[config.mk]
export PLATFORM = sky130hd
export DESIGN_NAME = regfile_write_arbiter
export DESIGN_NICKNAME = d
export VERILOG_FILES = /design/src/rtl/regfile_write_arbiter.sv
export SDC_FILE = /design/constraint.sdc
export NUM_CORES = 1
export LEC_CHECK = 0
export BUFFER_PORTS_ARGS = -buffer_cell sky130_fd_sc_hd__buf_4
export CAP_MARGIN = 20
export CORE_AREA = 2 2 158 113
export CTS_CLUSTER_DIAMETER = 200
export CTS_CLUSTER_SIZE = 10
export DETAILED_ROUTE_END_ITERATION = 16
export DIE_AREA = 0 0 160 115
export PLACE_DENSITY = 0.75
export SLEW_MARGIN = 20
export SYNTH_ARGS = -nofsm -noshare
export SYNTH_HDL_FRONTEND = slang
export SYNTH_SLANG_ARGS = --single-unit
[constraint.sdc]
create_clock -name clk -period 1.8 [get_ports clk]
set_clock_uncertainty 0.2 [all_clocks]
set_input_delay 0.18 -clock clk [delete_from_list [all_inputs] [get_ports clk]]
set_output_delay 0.18 -clock clk [all_outputs]
set_load 0.05 [all_outputs]
[src/rtl/regfile_write_arbiter.sv]
// Round-robin arbiter sharing the register file's single write port between the ALU (A) and the load unit (B).
// Optional forwarding-hit outputs are enabled with the REGWR_FWD_EN macro.
module regfile_write_arbiter #(
  parameter int DATA_W = 64,
  parameter int ADDR_W = 5
) (
  input  logic              clk,
  input  logic              reset_n,
  input  logic              a_valid,
  output logic              a_ready,
  input  logic [ADDR_W-1:0] a_addr,
  input  logic [DATA_W-1:0] a_data,
  input  logic              b_valid,
  output logic              b_ready,
  input  logic [ADDR_W-1:0] b_addr,
  input  logic [DATA_W-1:0] b_data,
  input  logic              b_pair,
  input  logic [ADDR_W-1:0] b_addr2,
  input  logic [DATA_W-1:0] b_data2,
  output logic              wr_en,
  output logic [ADDR_W-1:0] wr_addr,
  output logic [DATA_W-1:0] wr_data,
  output logic [31:0]       wr_sel,
  output logic              busy
`ifdef REGWR_FWD_EN
  ,
  input  logic [ADDR_W-1:0] fwd_addr_a,
  input  logic [ADDR_W-1:0] fwd_addr_b,
  output logic              fwd_hit_a,
  output logic              fwd_hit_b
`endif
);

  localparam logic [ADDR_W-1:0] XZR = '1;

  typedef enum logic {IDLE, PAIR2} state_t;

  state_t            state_reg, state_next;
  logic              prio_reg, prio_next;
  logic [ADDR_W-1:0] pair_addr_reg, pair_addr_next;
  logic [DATA_W-1:0] pair_data_reg, pair_data_next;
  logic              wr_en_reg, wr_en_next;
  logic [ADDR_W-1:0] wr_addr_reg, wr_addr_next;
  logic [DATA_W-1:0] wr_data_reg, wr_data_next;
  logic [31:0]       wr_sel_reg, wr_sel_next;

  always_ff @(posedge clk or negedge reset_n) begin
    if (!reset_n) begin
      state_reg     <= IDLE;
      prio_reg      <= 1'b0;
      pair_addr_reg <= '0;
      pair_data_reg <= '0;
      wr_en_reg     <= 1'b0;
      wr_addr_reg   <= '0;
      wr_data_reg   <= '0;
      wr_sel_reg    <= '0;
    end else begin
      state_reg     <= state_next;
      prio_reg      <= prio_next;
      pair_addr_reg <= pair_addr_next;
      pair_data_reg <= pair_data_next;
      wr_en_reg     <= wr_en_next;
      wr_addr_reg   <= wr_addr_next;
      wr_data_reg   <= wr_data_next;
      wr_sel_reg    <= wr_sel_next;
    end
  end

  always_comb begin
    state_next     = state_reg;
    prio_next      = prio_reg;
    pair_addr_next = pair_addr_reg;
    pair_data_next = pair_data_reg;
    wr_en_next     = 1'b0;
    wr_addr_next   = wr_addr_reg;
    wr_data_next   = wr_data_reg;
    a_ready        = 1'b0;
    b_ready        = 1'b0;
    case (state_reg)
      IDLE: begin
        // prio=0 favours A under contention; an uncontended side always wins
        if (reset_n) begin
          a_ready = a_valid && (!b_valid || !prio_reg);
          b_ready = b_valid && (!a_valid || prio_reg);
        end
        if (a_ready) begin
          wr_en_next   = (a_addr != XZR);
          wr_addr_next = a_addr;
          wr_data_next = a_data;
          prio_next    = 1'b1;
        end else if (b_ready) begin
          wr_en_next   = (b_addr != XZR);
          wr_addr_next = b_addr;
          wr_data_next = b_data;
          prio_next    = 1'b0;
          if (b_pair) begin
            pair_addr_next = b_addr2;
            pair_data_next = b_data2;
            state_next     = PAIR2;
          end
        end
      end
      PAIR2: begin
        wr_en_next   = (pair_addr_reg != XZR);
        wr_addr_next = pair_addr_reg;
        wr_data_next = pair_data_reg;
        state_next   = IDLE;
      end
      default: state_next = IDLE;
    endcase
  end

  // Select bus is decoded from the next-state values so it lands in the same register stage as wr_en/wr_addr.
  generate
    for (genvar gi = 0; gi < 32; gi++) begin : g_sel
      assign wr_sel_next[gi] = wr_en_next && (wr_addr_next == ADDR_W'(gi));
    end
  endgenerate

  assign wr_en   = wr_en_reg;
  assign wr_addr = wr_addr_reg;
  assign wr_data = wr_data_reg;
  assign wr_sel  = wr_sel_reg;
  assign busy    = (state_reg == PAIR2);

`ifdef REGWR_FWD_EN
  // wr_en is already low for XZR, so a hit can never report register 31.
  assign fwd_hit_a = wr_en_reg && (wr_addr_reg == fwd_addr_a);
  assign fwd_hit_b = wr_en_reg && (wr_addr_reg == fwd_addr_b);
`endif

endmodule

==> summary.txt <==
FINISH
-------------------------------------------------------------------------------------
Antenna diode instance count                                                        0
Ratio of cells with drive above 1 in the final layout                           0.479
Post-route insts no fill                                                         1392
Growth of design area from synthesis to finish                                  94.5%
Top library cells by usage in the layout, fill and taps aside            sky130_fd_sc_hd__buf_4, sky130_fd_sc_hd__dlygate4sd3_1, sky130_fd_sc_hd__dfrtp_1
Net total in the final layout                                                    1360
Most common cell after layout, fill and taps aside                       sky130_fd_sc_hd__buf_4

CLOCK NETWORK
-------------------------------------------------------------------------------------
Clock-pin slew of the registers on the worst-case setup and hold paths        0.08 ns
Number of levels in the clock H-tree                                                4
Latest clock arrival within the worst-skew pair                               0.43 ns
TritonCTS clock tree                                                              yes
TritonCTS Buffers                                                                  17
Buffer levels on the longest clock path                                             2
CTS Sinks                                                                         173
Buffer type at the clock tree root                                       sky130_fd_sc_hd__clkbuf_16

TIMING
-------------------------------------------------------------------------------------
Number of endpoints with negative hold slack in the final report                    1
Time the final worst path needs with I/O delays and setup                     2.22 ns
Final count of pins violating max slew                                              0
Max Freq                                                                      450 MHz
Setup WS post-layout                                                        -0.421 ns
Unrepaired setup endpoints after global routing                                   yes
Worst-Margin Slew                                                            0.718 ns
Slew margin rel.                                                                0.520
Fin Hold WS                                                                -0.0193 ns
Final Cycle Share                                                                1.23
Setup violators final                                                             172

ROUTING
-------------------------------------------------------------------------------------
First-iteration detailed-routing DRC count                                       1047
Via/cell ratio                                                                   5.73
Sum of routed wire length over all layers                                    33000 µm
First-pass detailed-route iteration total                                           9
Vias post-DR                                                                     7979
Count of antenna-violating nets left after detailed routing                         0
Average wire per cell in the routed design                                    23.7 µm
Post-route DRC violation count                                                      0

DIE
-------------------------------------------------------------------------------------
Width of the die                                                               160 µm
Initial Util                                                                    0.412
Area of the core region                                                    0.0169 mm²
# IOs                                                                             317
Full die area                                                              0.0184 mm²
DIE HEIGHT                                                                     115 µm
Site row count                                                                     40

SYNTH
-------------------------------------------------------------------------------------
Sequential cell area fraction in the yosys report                               0.621
Proportion of netlist area held by the largest area contributor                 0.621
Cell accounting for the most synthesized area                            sky130_fd_sc_hd__dfrtp_1
Synth Area per Inst                                                          12.3 µm²
Net count after synthesis                                                         779
Synth top area cells                                                     sky130_fd_sc_hd__dfrtp_1, sky130_fd_sc_hd__mux2_2, sky130_fd_sc_hd__a222oi_1
Total number of yosys warnings                                                      0
Distinct cell type count after synthesis                                           33
Number of enable flip-flop cells after synthesis                                    0
Number of standard cells after synthesis                                          567
Number of synthesized register bits                                               173
Proportion of synthesized flip-flops having asynchronous set or reset            1.00
Leading register cell type out of synthesis                              sky130_fd_sc_hd__dfrtp_1
Summed instance area of the synthesized netlist                           0.00697 mm²

PWR
-------------------------------------------------------------------------------------
Leakage                                                                       6.34 nW
Total power density per cell area                                          997 mW/mm²
VDD IR-drop max                                                            0.000682 V

SETUP PATH
-------------------------------------------------------------------------------------
Class of the most critical setup path                                    flop to flop
Crit end category                                                                flop
Worst Path Arrival                                                            2.39 ns
Data required time of the critical path                                       1.97 ns
Maximum fanout count along the critical path                                        8
Kind of start point of the critical path                                         flop

GLOBAL ROUTING
-------------------------------------------------------------------------------------
Pin count of the biggest net entering global routing                              105
Overall routing resource usage                                                  0.326
First-pass GRT wire length                                                   45800 µm
Final global-route overflow total                                                   0
Initial antenna violation count                                                     0
Via count of the first global-routing pass                                       8111

PLACE
-------------------------------------------------------------------------------------
Final weighted congestion of routability-driven global placement                0.856
Number of input and output port buffers inserted                                  316
Number of cells in the design after placement                                    1112
HPWL after DPL                                                               15800 µm
Pre-CTS WS                                                                  -0.305 ns

WORST HOLD PATH
-------------------------------------------------------------------------------------
Type of the most critical hold path                                      primary input to flop

STATUS
-------------------------------------------------------------------------------------
Violations in the final reports                                          hold timing, setup timing
Status                                                                   complete, but fails checks

JOB
-------------------------------------------------------------------------------------
Max-cap viol count                                                                  0

## synth_stat cells (all sizes together), types with 2 or more instances
cell type and number:
nand2 3, a31oi 4, dfrtp 173, inv 5, o32ai 4, nand2b 2, nand3 7, clkbuf 26
or3 4, a222oi 64, nand3b 2, mux2 69, nor2 96, a21oi 65, and3 3, nand4 3
buf 18, o21ai 6
## repair_timing
item                       in CTS  in global routing
buffers inserted               15                 15
resized for setup              42                 72
setup endpoints to repair     159                276
hold buffers                  201                  3
cloned                          8                 10
hold endpoints to repair      220                 31
pin swaps                      11                 42
## metrics by stage
| stage | setup TNS, ns | hold WS, ns | area, µm² | utilization | total power, mW |
|---|---|---|---|---|---|
| 3_3_place_gp | -13.65 | -0.0572 | 9920 | 0.586 | 8.65 |
| 4_1_cts | -24.59 | 0.00165 | 13000 | 0.770 | 12.9 |
| 2_1_floorplan | -65.91 | -0.316 | 7000 | - | 7.20 |
| 5_1_grt | -54.98 | 0.0112 | 13600 | 0.802 | 13.9 |
| 3_5_place_dp | -20.21 | -0.0567 | 9920 | 0.586 | 8.74 |
| 6_report | -50.93 | -0.0193 | 13600 | 0.802 | 13.5 |
## final timing paths
check | slack [ns] | startpoint | to | depth (start not counted)
max | -0.42 | prio_reg$_DFFE_PN0P_ | wr_sel[16]$_DFF_PN0_ | 7
min | -0.02 | b_data[8] | wr_data[8]$_DFFE_PN0P_ | 4
max reg2reg | -0.42 | prio_reg$_DFFE_PN0P_ | wr_sel[16]$_DFF_PN0_ | 7
min reg2reg | 0.31 | pair_data_reg[20]$_DFFE_PN0P_ | pair_data_reg[20]$_DFFE_PN0P_ | 1
max in group asynchronous | 0.47 | reset_n | wr_addr[3]$_DFF_PN0_ | 4
min in group asynchronous | 0.15 | reset_n | prio_reg$_DFFE_PN0P_ | 4
## critical path, stage by stage (launching register included)
cell and delay [ns]:
sky130_fd_sc_hd__dfrtp_1 0.44, sky130_fd_sc_hd__and2b_2 0.28, sky130_fd_sc_hd__buf_4 0.15, sky130_fd_sc_hd__buf_4 0.15, sky130_fd_sc_hd__o21ai_4 0.14, sky130_fd_sc_hd__a31oi_4 0.13, sky130_fd_sc_hd__or3b_4 0.52, sky130_fd_sc_hd__nor2_2 0.14
## routing by layer
| layer | global-route usage | vias up | wire, µm |
|---|---|---|---|
| met5 | 0 | - | 0 |
| li1 | - | 3315 | - |
| met1 | 0.401 | 3989 | 12300 |
| met4 | 0.120 | 0 | 1050 |
| met2 | 0.560 | 586 | 16600 |
| met3 | 0.0902 | 89 | 3080 |
## cells by family after synthesis
family                 synth area share
AO/OA/AOI/OAI                     0.161
buffers and inverters            0.0276
flip-flops                        0.621
multiplexers                      0.111
other                          0.000538
AND/OR/NAND/NOR                  0.0784
## power by group
group          internal, mW  switching, mW
combinational          2.08           2.62
sequential             4.63          0.537
clock                  1.84           1.81
total                  8.55           4.96
## final cells by class
class                           instances  area (µm²)
Tap cell                              231         289
Clock inverter                         15         150
Clock buffer                           17         425
Multi-Input combinational cell        346        2780
Inverter                                5        18.8
Timing Repair Buffer                  605        5570
Fill cell                             854        3350
Sequential cell                       173        4330
Power figures use the tool's default switching activity.
